File: src/rtl/gobang_gfx_pkg.sv
// ---------------------------------------------------------------------------
// gobang_gfx_pkg
// Shared definitions for the Gobang board graphics path:
//   - glyph index constants (stone, cursor)
//   - draw-mode bit positions (mirror, invert)
//   - pixel streamer FSM state encoding
//   - default_row(): the built-in 16x16 glyph table used when no ROM image
//     file is supplied
// ---------------------------------------------------------------------------
package gobang_gfx_pkg;

  localparam int GLYPH_STONE  = 0;
  localparam int GLYPH_CURSOR = 1;

  localparam int MODE_MIRROR  = 0;
  localparam int MODE_INVERT  = 1;

  typedef enum logic [1:0] {
    ST_IDLE   = 2'd0,
    ST_FETCH  = 2'd1,
    ST_STREAM = 2'd2
  } state_e;

  // Built-in 16x16 bitmaps. Both glyphs are vertically symmetric, so each
  // case label covers a row and its mirror (row and 15-row).
  function automatic logic [15:0] default_row(input int glyph, input int row);
    logic [15:0] w;
    w = 16'h0000;
    if (glyph == GLYPH_STONE) begin
      case (row)
        0, 15:   w = 16'h0102;
        1, 14:   w = 16'h0304;
        2, 13:   w = 16'h0708;
        3, 12:   w = 16'h0F10;
        default: w = 16'hDF1E;
      endcase
    end else if (glyph == GLYPH_CURSOR) begin
      case (row)
        0, 15:         w = 16'h0100;
        1, 14:         w = 16'h0300;
        2, 13:         w = 16'h0742;
        3, 12:         w = 16'h0F42;
        4, 11:         w = 16'hDF66;
        5, 6, 9, 10:   w = 16'hDF24;
        default:       w = 16'hDF18;
      endcase
    end
    return w;
  endfunction

endpackage

File: src/rtl/glyph_rom.sv
// ---------------------------------------------------------------------------
// glyph_rom
// Glyph bitmap ROM with a registered address and combinational data: the
// word for an address presented in cycle N is on data in cycle N+1.
//   clk   in   clock, rising edge
//   addr  in   row address (glyph * rows-per-glyph + row)
//   data  out  bitmap row, MSB = leftmost pixel
// The image is the built-in 16x16 table; other widths read as blank rows.
// ---------------------------------------------------------------------------
module glyph_rom
  import gobang_gfx_pkg::*;
#(
  parameter int    WIDTH     = 16,
  parameter int    DEPTH     = 64,
  parameter string INIT_FILE = ""
) (
  input  logic                     clk,
  input  logic [$clog2(DEPTH)-1:0] addr,
  output logic [WIDTH-1:0]         data
);

  // Builds the ROM image at elaboration/load time. The image is held as one
  // flat vector so it can be initialised from a function return value.
  function automatic logic [DEPTH*WIDTH-1:0] load_image();
    logic [WIDTH-1:0]       img [DEPTH];
    logic [DEPTH*WIDTH-1:0] flat;
    for (int i = 0; i < DEPTH; i++) begin
      if (WIDTH == 16) img[i] = WIDTH'(default_row(i / 16, i % 16));
      else             img[i] = '0;
    end
    for (int i = 0; i < DEPTH; i++) flat[i*WIDTH +: WIDTH] = img[i];
    return flat;
  endfunction

  logic [DEPTH*WIDTH-1:0]   image = load_image();
  logic [$clog2(DEPTH)-1:0] addr_reg;

  always_ff @(posedge clk) begin
    addr_reg <= addr;
  end

  // Addresses past the populated depth read as blank rows.
  assign data = (32'(addr_reg) < DEPTH) ? image[32'(addr_reg)*WIDTH +: WIDTH] : '0;

endmodule

File: src/rtl/glyph_pixel_streamer.sv
// ---------------------------------------------------------------------------
// glyph_pixel_streamer
// Fetches a glyph from glyph_rom row by row and serialises it one pixel per
// cycle over a valid/ready handshake, with optional mirror and invert.
//   clk, rst_n          clock (rising edge), asynchronous active-low reset
//   start               draw request, taken only when idle
//   glyph_sel, mode     glyph index and mode (bit0 mirror, bit1 invert),
//                       captured with start
//   abort               cancel the current draw
//   busy                draw in progress (FETCH or STREAM)
//   pix_valid/pix_ready pixel handshake
//   pix_data            pixel value, 1 = foreground
//   pix_last_col        last pixel of a row
//   pix_last            last pixel of the glyph
// ---------------------------------------------------------------------------
module glyph_pixel_streamer
  import gobang_gfx_pkg::*;
#(
  parameter int    GLYPH_W    = 16,
  parameter int    GLYPH_H    = 16,
  parameter int    NUM_GLYPHS = 4,
  parameter string INIT_FILE  = ""
) (
  input  logic                          clk,
  input  logic                          rst_n,
  input  logic                          start,
  input  logic [$clog2(NUM_GLYPHS)-1:0] glyph_sel,
  input  logic [1:0]                    mode,
  input  logic                          abort,
  output logic                          busy,
  output logic                          pix_valid,
  input  logic                          pix_ready,
  output logic                          pix_data,
  output logic                          pix_last_col,
  output logic                          pix_last
);

  localparam int DEPTH = NUM_GLYPHS * GLYPH_H;
  localparam int AW    = $clog2(DEPTH);
  localparam int CW    = (GLYPH_W > 1) ? $clog2(GLYPH_W) : 1;
  localparam int RW    = (GLYPH_H > 1) ? $clog2(GLYPH_H) : 1;

  state_e             state_reg, state_next;
  logic [CW-1:0]      col_reg, col_next;
  logic [RW-1:0]      row_reg, row_next;
  logic [AW-1:0]      addr_reg, addr_next;
  logic [GLYPH_W-1:0] shift_reg, shift_next;
  logic [1:0]         mode_reg, mode_next;
  logic               blank_reg, blank_next;

  logic [GLYPH_W-1:0] rom_data;
  logic [GLYPH_W-1:0] rom_rev;
  logic [GLYPH_W-1:0] load_word;
  logic               streaming;
  logic               col_end;
  logic               row_end;

  // The ROM registers addr_next itself, so its output always reflects
  // addr_reg: in FETCH that is row 0, and in STREAM it is already the next
  // row, which is what lets rows follow each other without a bubble.
  glyph_rom #(
    .WIDTH     (GLYPH_W),
    .DEPTH     (DEPTH),
    .INIT_FILE (INIT_FILE)
  ) u_rom (
    .clk  (clk),
    .addr (addr_next),
    .data (rom_data)
  );

  for (genvar gi = 0; gi < GLYPH_W; gi++) begin : g_rev
    assign rom_rev[gi] = rom_data[GLYPH_W-1-gi];
  end

  // Mirroring is done at load time so the shifter always emits its MSB.
  // An out-of-range glyph index loads blank rows instead of aliasing.
  assign load_word = blank_reg ? '0 :
                     (mode_reg[MODE_MIRROR] ? rom_rev : rom_data);

  assign streaming = (state_reg == ST_STREAM);
  assign col_end   = (col_reg == CW'(GLYPH_W - 1));
  assign row_end   = (row_reg == RW'(GLYPH_H - 1));

  assign busy         = (state_reg != ST_IDLE);
  assign pix_valid    = streaming;
  assign pix_data     = streaming & (shift_reg[GLYPH_W-1] ^ mode_reg[MODE_INVERT]);
  assign pix_last_col = streaming & col_end;
  assign pix_last     = streaming & col_end & row_end;

  always_ff @(posedge clk or negedge rst_n) begin
    if (!rst_n) begin
      state_reg <= ST_IDLE;
      col_reg   <= '0;
      row_reg   <= '0;
      addr_reg  <= '0;
      shift_reg <= '0;
      mode_reg  <= '0;
      blank_reg <= 1'b0;
    end else begin
      state_reg <= state_next;
      col_reg   <= col_next;
      row_reg   <= row_next;
      addr_reg  <= addr_next;
      shift_reg <= shift_next;
      mode_reg  <= mode_next;
      blank_reg <= blank_next;
    end
  end

  always_comb begin
    state_next = state_reg;
    col_next   = col_reg;
    row_next   = row_reg;
    addr_next  = addr_reg;
    shift_next = shift_reg;
    mode_next  = mode_reg;
    blank_next = blank_reg;

    unique case (state_reg)
      ST_IDLE: begin
        if (start) begin
          mode_next  = mode;
          blank_next = (32'(glyph_sel) >= NUM_GLYPHS);
          addr_next  = AW'(glyph_sel) * AW'(GLYPH_H);
          col_next   = '0;
          row_next   = '0;
          state_next = ST_FETCH;
        end
      end

      ST_FETCH: begin
        shift_next = load_word;
        addr_next  = addr_reg + AW'(1);
        state_next = ST_STREAM;
      end

      ST_STREAM: begin
        if (pix_ready) begin
          if (col_end) begin
            // Row boundary: reload from the prefetched row and prefetch the
            // one after it. On the final pixel this harmlessly reads past
            // the glyph; the FSM leaves STREAM at the same edge.
            col_next   = '0;
            row_next   = row_reg + RW'(1);
            shift_next = load_word;
            addr_next  = addr_reg + AW'(1);
            if (row_end) state_next = ST_IDLE;
          end else begin
            col_next   = col_reg + CW'(1);
            shift_next = shift_reg << 1;
          end
        end
      end

      default: state_next = ST_IDLE;
    endcase

    // abort overrides any transition; in IDLE it simply keeps the FSM idle.
    if (abort) state_next = ST_IDLE;
  end

endmodule

File: config.mk
export PLATFORM = sky130hd
export DESIGN_NAME = glyph_pixel_streamer
export DESIGN_NICKNAME = d
export VERILOG_FILES = /design/src/rtl/gobang_gfx_pkg.sv /design/src/rtl/glyph_rom.sv /design/src/rtl/glyph_pixel_streamer.sv
export SDC_FILE = /design/constraint.sdc
export NUM_CORES = 1
export LEC_CHECK = 0
export ABC_AREA = 0
export CORE_MARGIN = 5
export CORE_UTILIZATION = 40
export DETAILED_ROUTE_END_ITERATION = 6
export GPL_TIMING_DRIVEN = 1
export PLACE_DENSITY_LB_ADDON = 0.3
export REMOVE_ABC_BUFFERS = 1
export SLEW_MARGIN = 10
export SYNTH_ARGS = -nofsm -noshare
export SYNTH_HDL_FRONTEND = slang
export SYNTH_SLANG_ARGS = --single-unit
File: constraint.sdc
create_clock -name clk -period 2.02 [get_ports clk]
set_clock_uncertainty 0.1 [all_clocks]
set_input_delay 0.202 -clock clk [delete_from_list [all_inputs] [get_ports clk]]
set_output_delay 0.202 -clock clk [all_outputs]
set_load 0.02 [all_outputs]
==> results of run 1 <==
==> cell families after synthesis <==
| kind of cell | after synthesis | share of synthesized area [%] |
|---|---|---|
| mux | 4 | 2.00 |
| compound gates | 98 | 29.4 |
| xor+xnor | 4 | 1.55 |
| flops | 40 | 43.0 |
| simple gates | 74 | 17.4 |
| fa+ha+maj | 3 | 1.66 |
| buf+inv | 25 | 4.99 |
==> worst max path at each step <==
stage          depth (start not counted)  slack [ns]       endpoint          from
3_3_place_gp                           6        0.16   shift_reg[3]    col_reg[0]
5_1_grt                                7      0.0004  shift_reg[15]    col_reg[0]
6_report                               7        0.12  shift_reg[14]    col_reg[0]
3_5_place_dp                           8        0.13   shift_reg[3]    col_reg[0]
2_1_floorplan                          5       -0.16   shift_reg[6]    col_reg[0]
4_1_cts                                3        0.05      pix_valid  state_reg[0]
==> layer usage <==
metal | wire length (um) | vias up
met5 | 0 | -
met4 | 38 | 0
met3 | 267 | 4
met2 | 2600 | 64
met1 | 2550 | 964
li1 | - | 990
==> final cells by class <==
class                           count  area, sq um  area share (%)
Clock buffer                        5         68.8            2.58
Clock inverter                      3         42.5            1.59
Inverter                            9         33.8            1.27
Multi-Input combinational cell    183         1170            44.0
Sequential cell                    40          971            36.4
Tap cell                           72         90.1            3.37
Timing Repair Buffer               35          290            10.9
==> worst register-to-register path: cells and delay by family (launching register included) <==
kind	cells	cell delay, ns
AOI/OAI and AO/OA	3	0.78
and+or+nand+nor	1	0.09
DFF	1	0.38
adders and majority gates	1	0.17
buffers and inverters	2	0.29
==> through the flow <==
stage               cells  power, uW  utilization, %  setup WS (ns)
CTS                   345       2230            48.2         0.0481
finish                347       2230            48.5          0.124
floorplan             232       1380               -         -0.157
global placement      337       1570            46.3          0.156
detailed placement    337       1580            46.3          0.129
global route          347       2350            48.5       0.000353
==> power by group <==
part / switching, uW / internal, uW
Combinational: 278 / 244
Clock: 285 / 366
Sequential: 126 / 928
Total: 688 / 1540
==> synth_stat cells, types with 6 or more instances <==
cell / number
sky130_fd_sc_hd__dfrtp_1: 34
sky130_fd_sc_hd__a21oi_1: 17
sky130_fd_sc_hd__o21ai_0: 22
sky130_fd_sc_hd__nor2_1: 16
sky130_fd_sc_hd__nand3_1: 6
sky130_fd_sc_hd__nand2b_1: 11
sky130_fd_sc_hd__a22oi_1: 7
sky130_fd_sc_hd__nand2_1: 17
sky130_fd_sc_hd__dfxtp_1: 6
sky130_fd_sc_hd__nand4_1: 7
sky130_fd_sc_hd__clkbuf_1: 8
sky130_fd_sc_hd__inv_1: 8
==> cell usage in the layout (no fill, tap or decap), drive strengths merged, types with 4 or more instances in the layout <==
cell,count
a21oi,17
nand3,6
o22ai,4
xnor2,4
a31oi,5
dfxtp,6
nor2b,4
a221oi,4
mux2,4
o31ai,4
o221ai,4
clkbuf,6
nor2,16
a211oi,5
a22oi,7
clkdlybuf4s50,9
o211ai,4
dfrtp,34
buf,22
nand2b,11
inv,8
nand4,7
o21ai,23
nand2,17
==> repair_timing <==
action                                  in CTS  in global routing
resized for setup                            3                  5
hold buffers                                 0                  0
endpoints found under the setup margin       3                  6
buffers inserted                             0                  2
==> impl_metrics.sql, run 1 <==
INSERT INTO impl_metrics (metric_group, metric, value, unit) VALUES
('grt', 'top_usage_layer', 'met2', ''),
('detailed_routing', 'dr_total_vias', '2022', ''),
('placement', 'place_congestion', '0.836', ''),
('critical_path', 'cp.required', '2.13', 'ns'),
('critical_path', 'setup.worst_path.start_class', 'register', ''),
('timing', 'grt_setup_unrepaired', 'no', ''),
('cells_and_area', 'fin_area', '0.00267', 'sq mm'),
('grt', 'grt_first_pass_wirelength', '9.18', 'mm'),
('timing', 'worstMarginPinSlew', '0.487', 'ns'),
('floorplanning', 'core_box_area', '0.00551', 'sq mm'),
('timing', 'max-slew-margin-rel', '67.5', '%'),
('timing', 'final-max-slew-violation-count', '0', ''),
('floorplanning', 'initial_utilization', '41.0', '%'),
('critical_path', 'critical_path_cell_sequence', 'ha_1 > buf_4 > nand3_1 > buf_4 > a2111oi_2 > a211oi_1 > o22ai_1', ''),
('grt', 'global_route.usage.met3', '2.91', '%'),
('grt', 'residual_overflow_from_global_routing', '0', ''),
('yosys', 'synth_enable_flop_cells', '0', ''),
('floorplanning', 'rows', '27', ''),
('critical_path', 'critical_path.max_fanout', '8', ''),
('grt', 'grt_pass1_vias', '1886', ''),
('detailed_routing', 'wl_per_cell', '15.7', 'um'),
('yosys', 'syn_avg_cell_area', '9.10', 'sq um'),
('yosys', 'post_synth_num_cell_types', '54', ''),
('critical_path', 'timing.critical_path.to_type', 'register', ''),
('detailed_routing', 'drt_first_pass_iters', '4', ''),
('cells_and_area', 'drive_gt1_share', '14.9', '%'),
('clock_network', 'clock_tree_from_tritoncts', 'yes', ''),
('yosys', 'async_reset_ff_share', '85.0', '%'),
('grt', 'gr-usage-all-layers', '15.7', '%'),
('clock_network', 'cts_num_sinks', '40', ''),
('timing', 'min_period', '1.90', 'ns'),
('yosys', 'synthesized_area', '0.00226', 'sq mm'),
('placement', 'port-buffer-count', '13', ''),
('worst_hold_path', 'hold_path.class', 'input port to async pin', ''),
('grt', 'grt_use_met1', '22.2', '%'),
('floorplanning', 'number_of_i_o_pins', '14', ''),
('yosys', 'ys_top_cells_by_area', 'sky130_fd_sc_hd__dfrtp_1, sky130_fd_sc_hd__dfxtp_1, sky130_fd_sc_hd__o21ai_0, sky130_fd_sc_hd__a21oi_1, sky130_fd_sc_hd__nand2b_1', ''),
('detailed_routing', 'remaining_drc_errors', '0', ''),
('detailed_routing', 'vias_per_cell', '5.83', ''),
('timing', 'timing_hold_violations_final', '0', ''),
('detailed_routing', 'drt_iter0_drc', '186', ''),
('grt', 'grt_start_max_net_pins', '35', ''),
('status', 'status', 'complete, no violations', ''),
('critical_path', 'critical_path_buf_inv_count', '2', ''),
('placement', 'placedInstanceArea', '0.00255', 'sq mm'),
('detailed_routing', 'antenna_violating_nets_post_route', '0', ''),
('floorplanning', 'die_area', '0.00725', 'sq mm'),
('cells_and_area', 'diodes', '0', ''),
('clock_network', 'cts_max_path_buffers', '2', ''),
('yosys', 'synthesis.yosys.warnings', '0', ''),
('yosys', 'synth_top_area_cell', 'sky130_fd_sc_hd__dfrtp_1', ''),
('power', 'cell_leakage_power', '0.00115', 'uW'),
('timing', 'maxClockFrequency', '527', 'MHz'),
('critical_path', 'worst_r2r_path_depth', '7', ''),
('power', 'ir_worst_vdd', '0.000659', 'V'),
('cells_and_area', 'layout.nets', '286', ''),
('critical_path', 'regToRegSetupSlack', '0.12', 'ns'),
('cells_and_area', 'largest_reg_flops', '16', ''),
('grt', 'grt_antenna_before_repair', '0', ''),
('yosys', 'synth_flop_cell', 'sky130_fd_sc_hd__dfrtp_1', ''),
('detailed_routing', 'wl', '5.45', 'mm'),
('cells_and_area', 'fillCellCount', '523', ''),
('critical_path', 'slowest_delay', '0.53', 'ns'),
('floorplanning', 'die_w', '85.1', 'um'),
('clock_network', 'cts-root-buf', 'sky130_fd_sc_hd__clkbuf_8', ''),
('cells_and_area', 'syn_to_final_growth', '18.3', '%'),
('timing', 'report.final.setup_viol', '0', ''),
('clock_network', 'worst_setup_hold_path_clk_slew', '0.08', 'ns'),
('yosys', 'area_share_of_the_leading_cell_type_in_the_synthesized_netlist', '37.7', '%'),
('critical_path', 'r2r_start', 'col_reg[0]', ''),
('critical_path', 'crit_top_cell', 'sky130_fd_sc_hd__buf_4', '');
Power figures use the tool's default switching activity.
==> inputs of run 2 (changes only) <==
Settings changed: GPL_TIMING_DRIVEN 1 to 0.
==> run 2 against run 1 <==
Against the previous run:
- critical path depth fell by 3
- hold slack better by 0.16 ns
- first-iteration DRC count is 8.1% lower
- via count decreased by 4.6%
- die area stayed put
- core utilization decreased by 1.7 points
- largest cell class unchanged
- maximum frequency down 1.7%
- cell count fell by 6.1%
- register-to-register slack worse by 0.03 ns
- total power fell by 1.8%
- count of clock-buffer cells in the layout unchanged
- highest routed layer unchanged
- combinational power decreased by 14%
==> impl_metrics.sql, run 2 (synthesis gave the netlist of run 1 again) <==
INSERT INTO impl_metrics (metric_group, metric, value, unit) VALUES
('cells_and_area', 'diodes', '0', ''),
('detailed_routing', 'wl', '5.19', 'mm'),
('cells_and_area', 'layout.cells.most_common', 'sky130_fd_sc_hd__dfrtp_1', ''),
('placement', 'port-buffer-count', '13', ''),
('critical_path', 'slowest_delay', '0.62', 'ns'),
('detailed_routing', 'vias_per_cell', '5.92', ''),
('clock_network', 'clock_insertion_delay_worst_skew', '0.29', 'ns'),
('clock_network', 'cts_max_level', '2', ''),
('critical_path', 'regToRegEndpoint', 'shift_reg[13]', ''),
('cells_and_area', 'layout.cells.most_common_list', 'sky130_fd_sc_hd__dfrtp_1, sky130_fd_sc_hd__o21ai_0, sky130_fd_sc_hd__nand2_1, sky130_fd_sc_hd__a21oi_1, sky130_fd_sc_hd__nor2_1', ''),
('worst_hold_path', 'number_of_stages_on_the_worst_hold_path', '2', ''),
('detailed_routing', 'remaining_drc_errors', '0', ''),
('grt', 'grt_pass1_vias', '1810', ''),
('detailed_routing', 'drt_iter0_drc', '171', ''),
('placement', 'placed_cells', '317', ''),
('grt', 'gr-usage-all-layers', '14.7', '%'),
('timing', 'max-slew-margin-rel', '47.4', '%'),
('timing', 'timing_hold_violations_final', '0', ''),
('floorplanning', 'die_w', '85.1', 'um'),
('clock_network', 'numCtsBuffers', '5', ''),
('critical_path', 'critical_path_arrival', '2.03', 'ns'),
('timing', 'final-max-slew-violation-count', '0', ''),
('critical_path', 'critical_path_buf_inv_count', '0', ''),
('clock_network', 'cts_max_path_buffers', '2', ''),
('critical_path', 'critical_path_cell_sequence', 'nand2b_1 > a211oi_2 > a22oi_1 > o31ai_1', ''),
('floorplanning', 'rows', '27', ''),
('timing', 'maxClockFrequency', '519', 'MHz'),
('detailed_routing', 'antenna_violating_nets_post_route', '0', ''),
('worst_hold_path', 'worst_hold_startpoint', 'abort', ''),
('cells_and_area', 'syn_to_final_growth', '14.2', '%'),
('floorplanning', 'die_area', '0.00725', 'sq mm'),
('grt', 'grt_antenna_before_repair', '0', ''),
('cells_and_area', 'drive_gt1_share', '12.6', '%'),
('clock_network', 'cts_setup_buffers', '0', ''),
('floorplanning', 'number_of_i_o_pins', '14', ''),
('cells_and_area', 'largest_reg_flops', '16', ''),
('floorplanning', 'initial_utilization', '41.0', '%'),
('grt', 'grt_start_max_net_pins', '35', ''),
('floorplanning', 'fp.dieH', '85.1', 'um'),
('power', 'p_total', '2190', 'uW'),
('timing', 'report.final.setup_viol', '0', ''),
('timing', 'worstMarginPinSlew', '0.789', 'ns'),
('placement', 'place_congestion', '0.824', ''),
('critical_path', 'worst_path_dominant_cell_family', 'compound AO/OA/AOI/OAI gates', ''),
('critical_path', 'worstSetupPathType', 'register to register', ''),
('clock_network', 'cts-root-buf', 'sky130_fd_sc_hd__clkbuf_8', ''),
('worst_hold_path', 'worst_hold_path.endpoint', 'state_reg[1]', ''),
('power', 'power_per_cell_area', '848', 'mW/mm^2'),
('critical_path', 'cp.required', '2.12', 'ns'),
('clock_network', 'clock_tree_from_tritoncts', 'yes', ''),
('timing', 'min_period', '1.93', 'ns'),
('detailed_routing', 'drt_first_pass_iters', '4', ''),
('critical_path', 'setup.worst_path.start_class', 'register', ''),
('timing', 'min_period_over_period', '95.4', '%'),
('timing', 'timing.final.ws_setup', '0.0919', 'ns'),
('floorplanning', 'core_box_area', '0.00551', 'sq mm'),
('detailed_routing', 'dr_total_vias', '1929', ''),
('critical_path', 'r2r_start', 'state_reg[1]', ''),
('cells_and_area', 'final_cell_count_no_fill', '326', ''),
('worst_hold_path', 'hold_path.class', 'input port to register', ''),
('critical_path', 'timing.critical_path.to_type', 'register', ''),
('cells_and_area', 'layout.nets', '265', ''),
('job', 'reported_max_cap_violation_count', '0', ''),
('critical_path', 'worst_r2r_path_depth', '4', ''),
('critical_path', 'critical_path.max_fanout', '15', ''),
('clock_network', 'cts_num_sinks', '40', ''),
('power', 'cell_leakage_power', '0.00103', 'uW'),
('timing', 'setup-tns-final', '0', 'ns'),
('placement', 'detailed_place_hpwl', '3.57', 'mm'),
('cells_and_area', 'final_util', '46.8', '%'),
('status', 'status', 'complete, no violations', ''),
('placement', 'detailedPlace.worstSlack', '-0.528', 'ns'),
('power', 'ir_worst_vdd', '0.000664', 'V'),
('critical_path', 'regToRegSetupSlack', '0.09', 'ns'),
('critical_path', 'crit_path_top_delay_cell', 'sky130_fd_sc_hd__a211oi_2', ''),
('detailed_routing', 'wl_per_cell', '15.9', 'um'),
('timing', 'grt_setup_unrepaired', 'no', ''),
('grt', 'grt_first_pass_wirelength', '8.78', 'mm'),
('grt', 'residual_overflow_from_global_routing', '0', ''),
('clock_network', 'worst_setup_hold_path_clk_slew', '0.08', 'ns');
==> run 2: how the worst max path moves through the flow <==
| stage | slack, ns | depth (start not counted) | from | end |
|---|---|---|---|---|
| finish | 0.09 | 4 | state_reg[1] | shift_reg[13] |
| global placement | -0.96 | 5 | pix_ready | shift_reg[6] |
| global route | 0.004 | 4 | state_reg[1] | shift_reg[13] |
| floorplan | -0.16 | 5 | col_reg[0] | shift_reg[6] |
| detailed placement | -0.53 | 5 | pix_ready | shift_reg[6] |
| CTS | 0.003 | 3 | state_reg[1] | busy |
==> run 2: cell type report <==
class                   count  area, sq um
multi-input cells         183         1230
well taps                  72         90.1
repair buffers             14          133
clock inverters             3         42.5
fillers                   530         2930
flip-flops and latches     40          976
clock buffers               5         68.8
inverters                   9         33.8
==> run 2: power by group <==
part | switching [uW] | total (uW) | internal (uW)
Combinational | 235 | 449 | 214
Sequential | 157 | 1090 | 928
Clock | 286 | 652 | 366
==> run 2: per-layer routing <==
layer | vias to the layer above | global-route usage (%) | share of wire [%]
met5 | - | 0 | 0
met4 | 0 | 3.88 | 1.4
met3 | 6 | 3.01 | 3.0
met2 | 20 | 22.9 | 48
met1 | 964 | 20.6 | 48
li1 | 939 | - | -
==> run 2: stage by stage <==
| step | hold WS, ns | instance area (sq um) |
|---|---|---|
| after floorplan | -0.194 | 2180 |
| after global placement | 0.371 | 2400 |
| after detailed placement | 0.227 | 2390 |
| after CTS | 0.367 | 2550 |
| after global routing | 0.374 | 2580 |
| final | 0.374 | 2580 |
==> run 2: timing repair <==
item | CTS | global route
hold buffers | 1 | 0
setup endpoints to repair | 30 | 15
gates resized for setup | 19 | 5
hold endpoints to repair | 34 | 0
